<file path="src/rtl/seg_bcd_ctrl.sv">
// seg_bcd_ctrl
// Sequential binary-to-BCD converter feeding an eight-digit seven-segment
// decoder. A 32-bit value is accepted over valid/ready and converted with
// double dabble (add-3 then shift), one bit per clock, 32 clocks total.
// The eight BCD digits, a per-digit blank mask and an overflow flag are
// latched when the conversion completes and held until the next one.
//
// Ports
//   clk        system clock, rising edge
//   rst        synchronous active-high reset
//   in_valid   producer offers in_data
//   in_ready   high when idle and not in reset
//   in_data    32-bit unsigned value to convert
//   out_valid  one-cycle pulse when digits/blank/overflow were just loaded
//   digits     eight BCD nibbles, ones digit at [3:0]
//   blank      bit i set means the decoder blanks digit i
//   overflow   last value exceeded 99,999,999 (digits clamp to all nines)
//   busy       conversion in progress
//
// Build option
//   SEG_LZ_BLANK_EN  when defined, leading zeros are blanked (digit 0 is
//                    never blanked); otherwise blank is always 8'h00.
//
// state | meaning
// ------+---------------------------------------------------------------
// IDLE  | waiting for in_valid; outputs hold the last result
// SHIFT | one add-3/shift step per clock, 32 steps, then load outputs

module seg_bcd_ctrl (
    input  logic        clk,
    input  logic        rst,
    input  logic        in_valid,
    output logic        in_ready,
    input  logic [31:0] in_data,
    output logic        out_valid,
    output logic [31:0] digits,
    output logic [7:0]  blank,
    output logic        overflow,
    output logic        busy
);

    typedef enum logic {
        IDLE  = 1'b0,
        SHIFT = 1'b1
    } state_t;

`ifdef SEG_LZ_BLANK_EN
    localparam logic [7:0] BLANK_RST = 8'hFE;
`else
    localparam logic [7:0] BLANK_RST = 8'h00;
`endif

    state_t      state;
    logic [31:0] shreg;
    logic [39:0] scratch;
    logic [4:0]  cnt;

    logic [39:0] adj;
    logic [40:0] shifted;
    logic [39:0] scratch_nxt;
    logic        ovf_nxt;
    logic [7:0]  blank_nxt;

    // Add 3 to every nibble >= 5 so that the following shift carries
    // correctly into the next decimal digit.
    always_comb begin
        adj = scratch;
        for (int i = 0; i < 10; i++) begin
            if (scratch[i*4 +: 4] >= 4'd5) begin
                adj[i*4 +: 4] = scratch[i*4 +: 4] + 4'd3;
            end
        end
    end

    // Bit 40 can never be set for valid BCD, but folding it into the
    // overflow test keeps every adjusted bit observable.
    assign shifted     = {adj, shreg[31]};
    assign scratch_nxt = shifted[39:0];
    assign ovf_nxt     = |shifted[40:32];

`ifdef SEG_LZ_BLANK_EN
    logic zero_above;

    always_comb begin
        blank_nxt  = 8'h00;
        zero_above = 1'b1;
        for (int i = 7; i >= 1; i--) begin
            zero_above   = zero_above & (scratch_nxt[i*4 +: 4] == 4'd0);
            blank_nxt[i] = zero_above;
        end
        if (ovf_nxt) begin
            blank_nxt = 8'h00;
        end
    end
`else
    assign blank_nxt = 8'h00;
`endif

    assign in_ready = (state == IDLE) && !rst;
    assign busy     = (state == SHIFT);

    always_ff @(posedge clk) begin
        if (rst) begin
            state     <= IDLE;
            shreg     <= 32'h0;
            scratch   <= 40'h0;
            cnt       <= 5'd0;
            out_valid <= 1'b0;
            digits    <= 32'h0;
            blank     <= BLANK_RST;
            overflow  <= 1'b0;
        end else begin
            out_valid <= 1'b0;
            case (state)
                IDLE: begin
                    if (in_valid) begin
                        shreg   <= in_data;
                        scratch <= 40'h0;
                        cnt     <= 5'd0;
                        state   <= SHIFT;
                    end
                end
                SHIFT: begin
                    scratch <= scratch_nxt;
                    shreg   <= {shreg[30:0], 1'b0};
                    cnt     <= cnt + 5'd1;
                    if (cnt == 5'd31) begin
                        state     <= IDLE;
                        out_valid <= 1'b1;
                        blank     <= blank_nxt;
                        overflow  <= ovf_nxt;
                        digits    <= ovf_nxt ? 32'h99999999 : scratch_nxt[31:0];
                    end
                end
                default: state <= IDLE;
            endcase
        end
    end

endmodule

</file>
<file path="config.mk">
export PLATFORM = sky130hd
export DESIGN_NAME = seg_bcd_ctrl
export DESIGN_NICKNAME = d
export VERILOG_FILES = /design/src/rtl/seg_bcd_ctrl.sv
export SDC_FILE = /design/constraint.sdc
export NUM_CORES = 1
export LEC_CHECK = 0
export CORE_UTILIZATION = 45
export DETAILED_ROUTE_END_ITERATION = 10
export PLACE_DENSITY = 0.74
export SYNTH_ARGS = -nofsm -noshare
export SYNTH_HDL_FRONTEND = slang
export SYNTH_SLANG_ARGS = --single-unit
</file>
<file path="constraint.sdc">
create_clock -name clk -period 2 [get_ports clk]
set_input_delay 0.6 -clock clk [delete_from_list [all_inputs] [get_ports clk]]
set_output_delay 0.6 -clock clk [all_outputs]
set_load 0.02 [all_outputs]
</file>
==> flow_metrics.tcl <==
set metrics [dict create \
    status "complete, but fails checks" \
    violations "DRC" \
    swShare 0.2409 \
    hold_class "flip-flop to flip-flop" \
    vias_per_cell 5.503 \
    p_int_mw 3.322 \
    worstSetupStartpointType "flip-flop" \
    grt_max_degree 47 \
    fmax_mhz 501.7 \
    die_y_um 111.4 \
    drv_cap 0 \
    grt_pass1_wl_um 19700 \
    ant_nets 0 \
    antenna_found_initial 0 \
    slew_violations 0 \
    crit_required_ns 2.24 \
    cp.arrival_ns 2.23 \
    syn2layout_area_growth_pct 25.09 \
    clk_latency_ns 0.35 \
    drtIter0Drc 230 \
    finalCritPeriodShare 0.9965 \
    routed_wl_um 12480 \
    fill_cells 994 \
    rsz0062_at_grt "true" \
    path_max_fanout 8 \
    synth_common_cells "112 x dfxtp_1, 87 x nor2_1, 72 x a21oi_1" \
    path_class "flip-flop to flip-flop" \
    grt_usage 0.1945 \
    pwr-share-clk 0.392 \
    ctsHtreeMaxLevel 3 \
    vdd_drop_max_v 0.0004539 \
    synth_cell_types 42 \
    synth.avg_cell_area_um2 8.563 \
    finalSetupViolCount 0 \
    cts_sinks 112 \
    power_frac_comb 0.082 \
    finClkSkew_ns 0.009154 \
    synth_top_area_cell "dfxtp_1" \
    met3_length_um 601 \
    numCtsBuffers 9 \
    finalCriticalPeriod_ns 1.993 \
    drt-met1-wl_um 5571 \
    wl_met2_um 6148 \
    yosys-top-cells-area "dfxtp_1 42%, mux2i_1 7.4%, a21oi_1 6.7%, nor2_1 6.1%, ha_1 5.1%" \
    syn_area_um2 5386 \
    dr.pass1.iters 8 \
    synth_most_common_cell "dfxtp_1" \
    yosys.area.top_type_share 0.4163 \
    start_util 0.4658 \
    synth_edf_count 0 \
    startpoint "scratch[37]$_SDFFE_PP0P_" \
    slowest_stage "dfxtp_2" \
    syn_inst 629 \
    dieArea_um2 12410 \
    antenna_cells 0 \
    end_kind "flip-flop" \
    fin_setup_tns_ns 0 \
    hpwl_um 8252 \
    globalplace.congestion 0.8212 \
    cts.clk_slew.worst_paths_ns 0.07 \
    fin_area_um2 6738 \
    synthFlopType "dfxtp_1" \
    nets 754 \
    io_buffers 70 \
    cts_buffer_depth 2 \
    finalHoldViolations 0 \
    multi_input_area_um2 2938 \
    num_vias 4650 \
    grt-ovfl-total 0 \
    slew_headroom 0.5966 \
    fin_worst_hold_slack_ns 0.4904 \
    synthArstFlopShare 0 \
    r2r-start "scratch[37]$_SDFFE_PP0P_" \
    powerDensity_nw_per_um2 649.6 \
    p_switching_mw 1.054 \
    power_leakage_nw 2.766 \
    fp.coreArea_um2 11560 \
    register_area_um2 2258 \
    pin_count 79 \
    critPathMaxStageDelay_ns 0.35 \
    tightest_slew_ns 0.6044 \
    crit_chain "inv_2 > ha_1 > nand2b_1 > a21oi_2 > mux2i_2 > nor4_4 > buf_4 > clkbuf_16 > a31o_2" \
    cts_tree "yes" \
    row_count 39 \
    ys_seq_elements 112 \
    dieWidth_um 111.4 \
    cts_hold_buf 0 \
    grt_pass1_vias 4299 \
    ctsRootBufferMaster "clkbuf_16" \
    hold_start "shreg[4]$_SDFFE_PP0P_" \
    dpl_cell_area_um2 6276 \
    ys_warn_count 0 \
    drive_gt1_frac 0.1268 \
    drcViolationCount 12 \
    yosysSeqAreaShare 0.4163 \
    sequentialPowerShare 0.525 \
    top_layer "met4" \
    wire_per_inst_um 14.76 \
]
[layout make-up]
cell class	instances	area share
clock buffers	11	0.03603
clock inverters	5	0.005757
inverters	21	0.01207
multi-input cells	452	0.4360
flip-flops and latches	112	0.3352
well taps	143	0.02656
repair buffers	101	0.1484
[final timing paths]
path         depth (start not counted)                       to  slack (ns)
min                                  2    shreg[5]$_SDFFE_PP0P_        0.49
max reg2reg                          9  digits[14]$_SDFFE_PP0P_       0.007
max                                  9  digits[14]$_SDFFE_PP0P_       0.007
min reg2reg                          2    shreg[5]$_SDFFE_PP0P_        0.49
[timing repair]
item / CTS / global route
resized for setup: 3 / 29
pin swaps: 0 / 9
setup endpoints to repair: 17 / 33
buffers inserted: 0 / 5
gates cloned: 0 / 2
[layer usage]
layer	vias to the layer above	global-route usage
met2	112	0.3479
met1	2204	0.2352
met5	-	0
li1	2322	-
met4	0	0.05225
met3	12	0.04246
[sequential cells by signal (all words and copies together) (netlist names)]
| signal | flops |
|---|---|
| scratch | 40 |
| busy | 1 |
| shreg | 32 |
| out_valid | 1 |
| digits | 32 |
| overflow | 1 |
| cnt | 5 |
[stage by stage]
step           setup WS (ns)  instances  power, mW    util
3_5_place_dp        -0.04400        822      2.716  0.5427
5_1_grt             -0.08904        845      4.542  0.5826
3_3_place_gp        -0.05683        822      2.702  0.5427
4_1_cts             -0.01097        838      4.422  0.5670
6_report            0.006968        845      4.377  0.5826
2_1_floorplan       0.003233        636      2.579       -
[critical path: cells and delay by family, from the launching register on]
kind	cells	cell delay, ns
buffers and inverters	3	0.40
adders and majority gates	1	0.17
DFF	1	0.35
AOI/OAI and AO/OA	2	0.42
and+or+nand+nor	2	0.26
muxes	1	0.30
[power groups by stage]
stage,logic [mW],registers [mW],clock network [mW]
5_1_grt,0.397,2.30,1.84
4_1_cts,0.361,2.30,1.76
6_report,0.360,2.30,1.72
2_1_floorplan,0.235,2.34,0
3_3_place_gp,0.349,2.35,0
3_5_place_dp,0.361,2.35,0
[cell families (layout without fill, tap and decap cells)]
logic type / Yosys count / count (layout) / share of synthesized area
xor gates and xnor gates: 10 / 10 / 0.01626
muxes: 40 / 40 / 0.07433
other: 1 / 8 / 0.0006962
AOI/OAI and AO/OA: 173 / 173 / 0.1972
DFF: 112 / 112 / 0.4163
and+or+nand+nor: 199 / 199 / 0.1826
buffers and inverters: 72 / 138 / 0.06156
adders and majority gates: 22 / 22 / 0.05110
[cell usage in the layout, fill, tap and decap left out, types with 8 or more instances in the layout]
cell,count
a31o_2,12
conb_1,8
clkdlybuf4s50_1,66
ha_1,18
dfxtp_1,105
nor3_1,16
nor2_1,86
inv_1,17
and3_1,17
clkbuf_16,10
nand2b_1,11
a22o_1,10
o21ai_0,40
nand2_1,27
buf_4,23
a21oi_1,71
nor3b_1,23
xnor2_1,10
a31oi_1,11
mux2i_1,39
No activity file was read; power rests on OpenSTA's default activity.
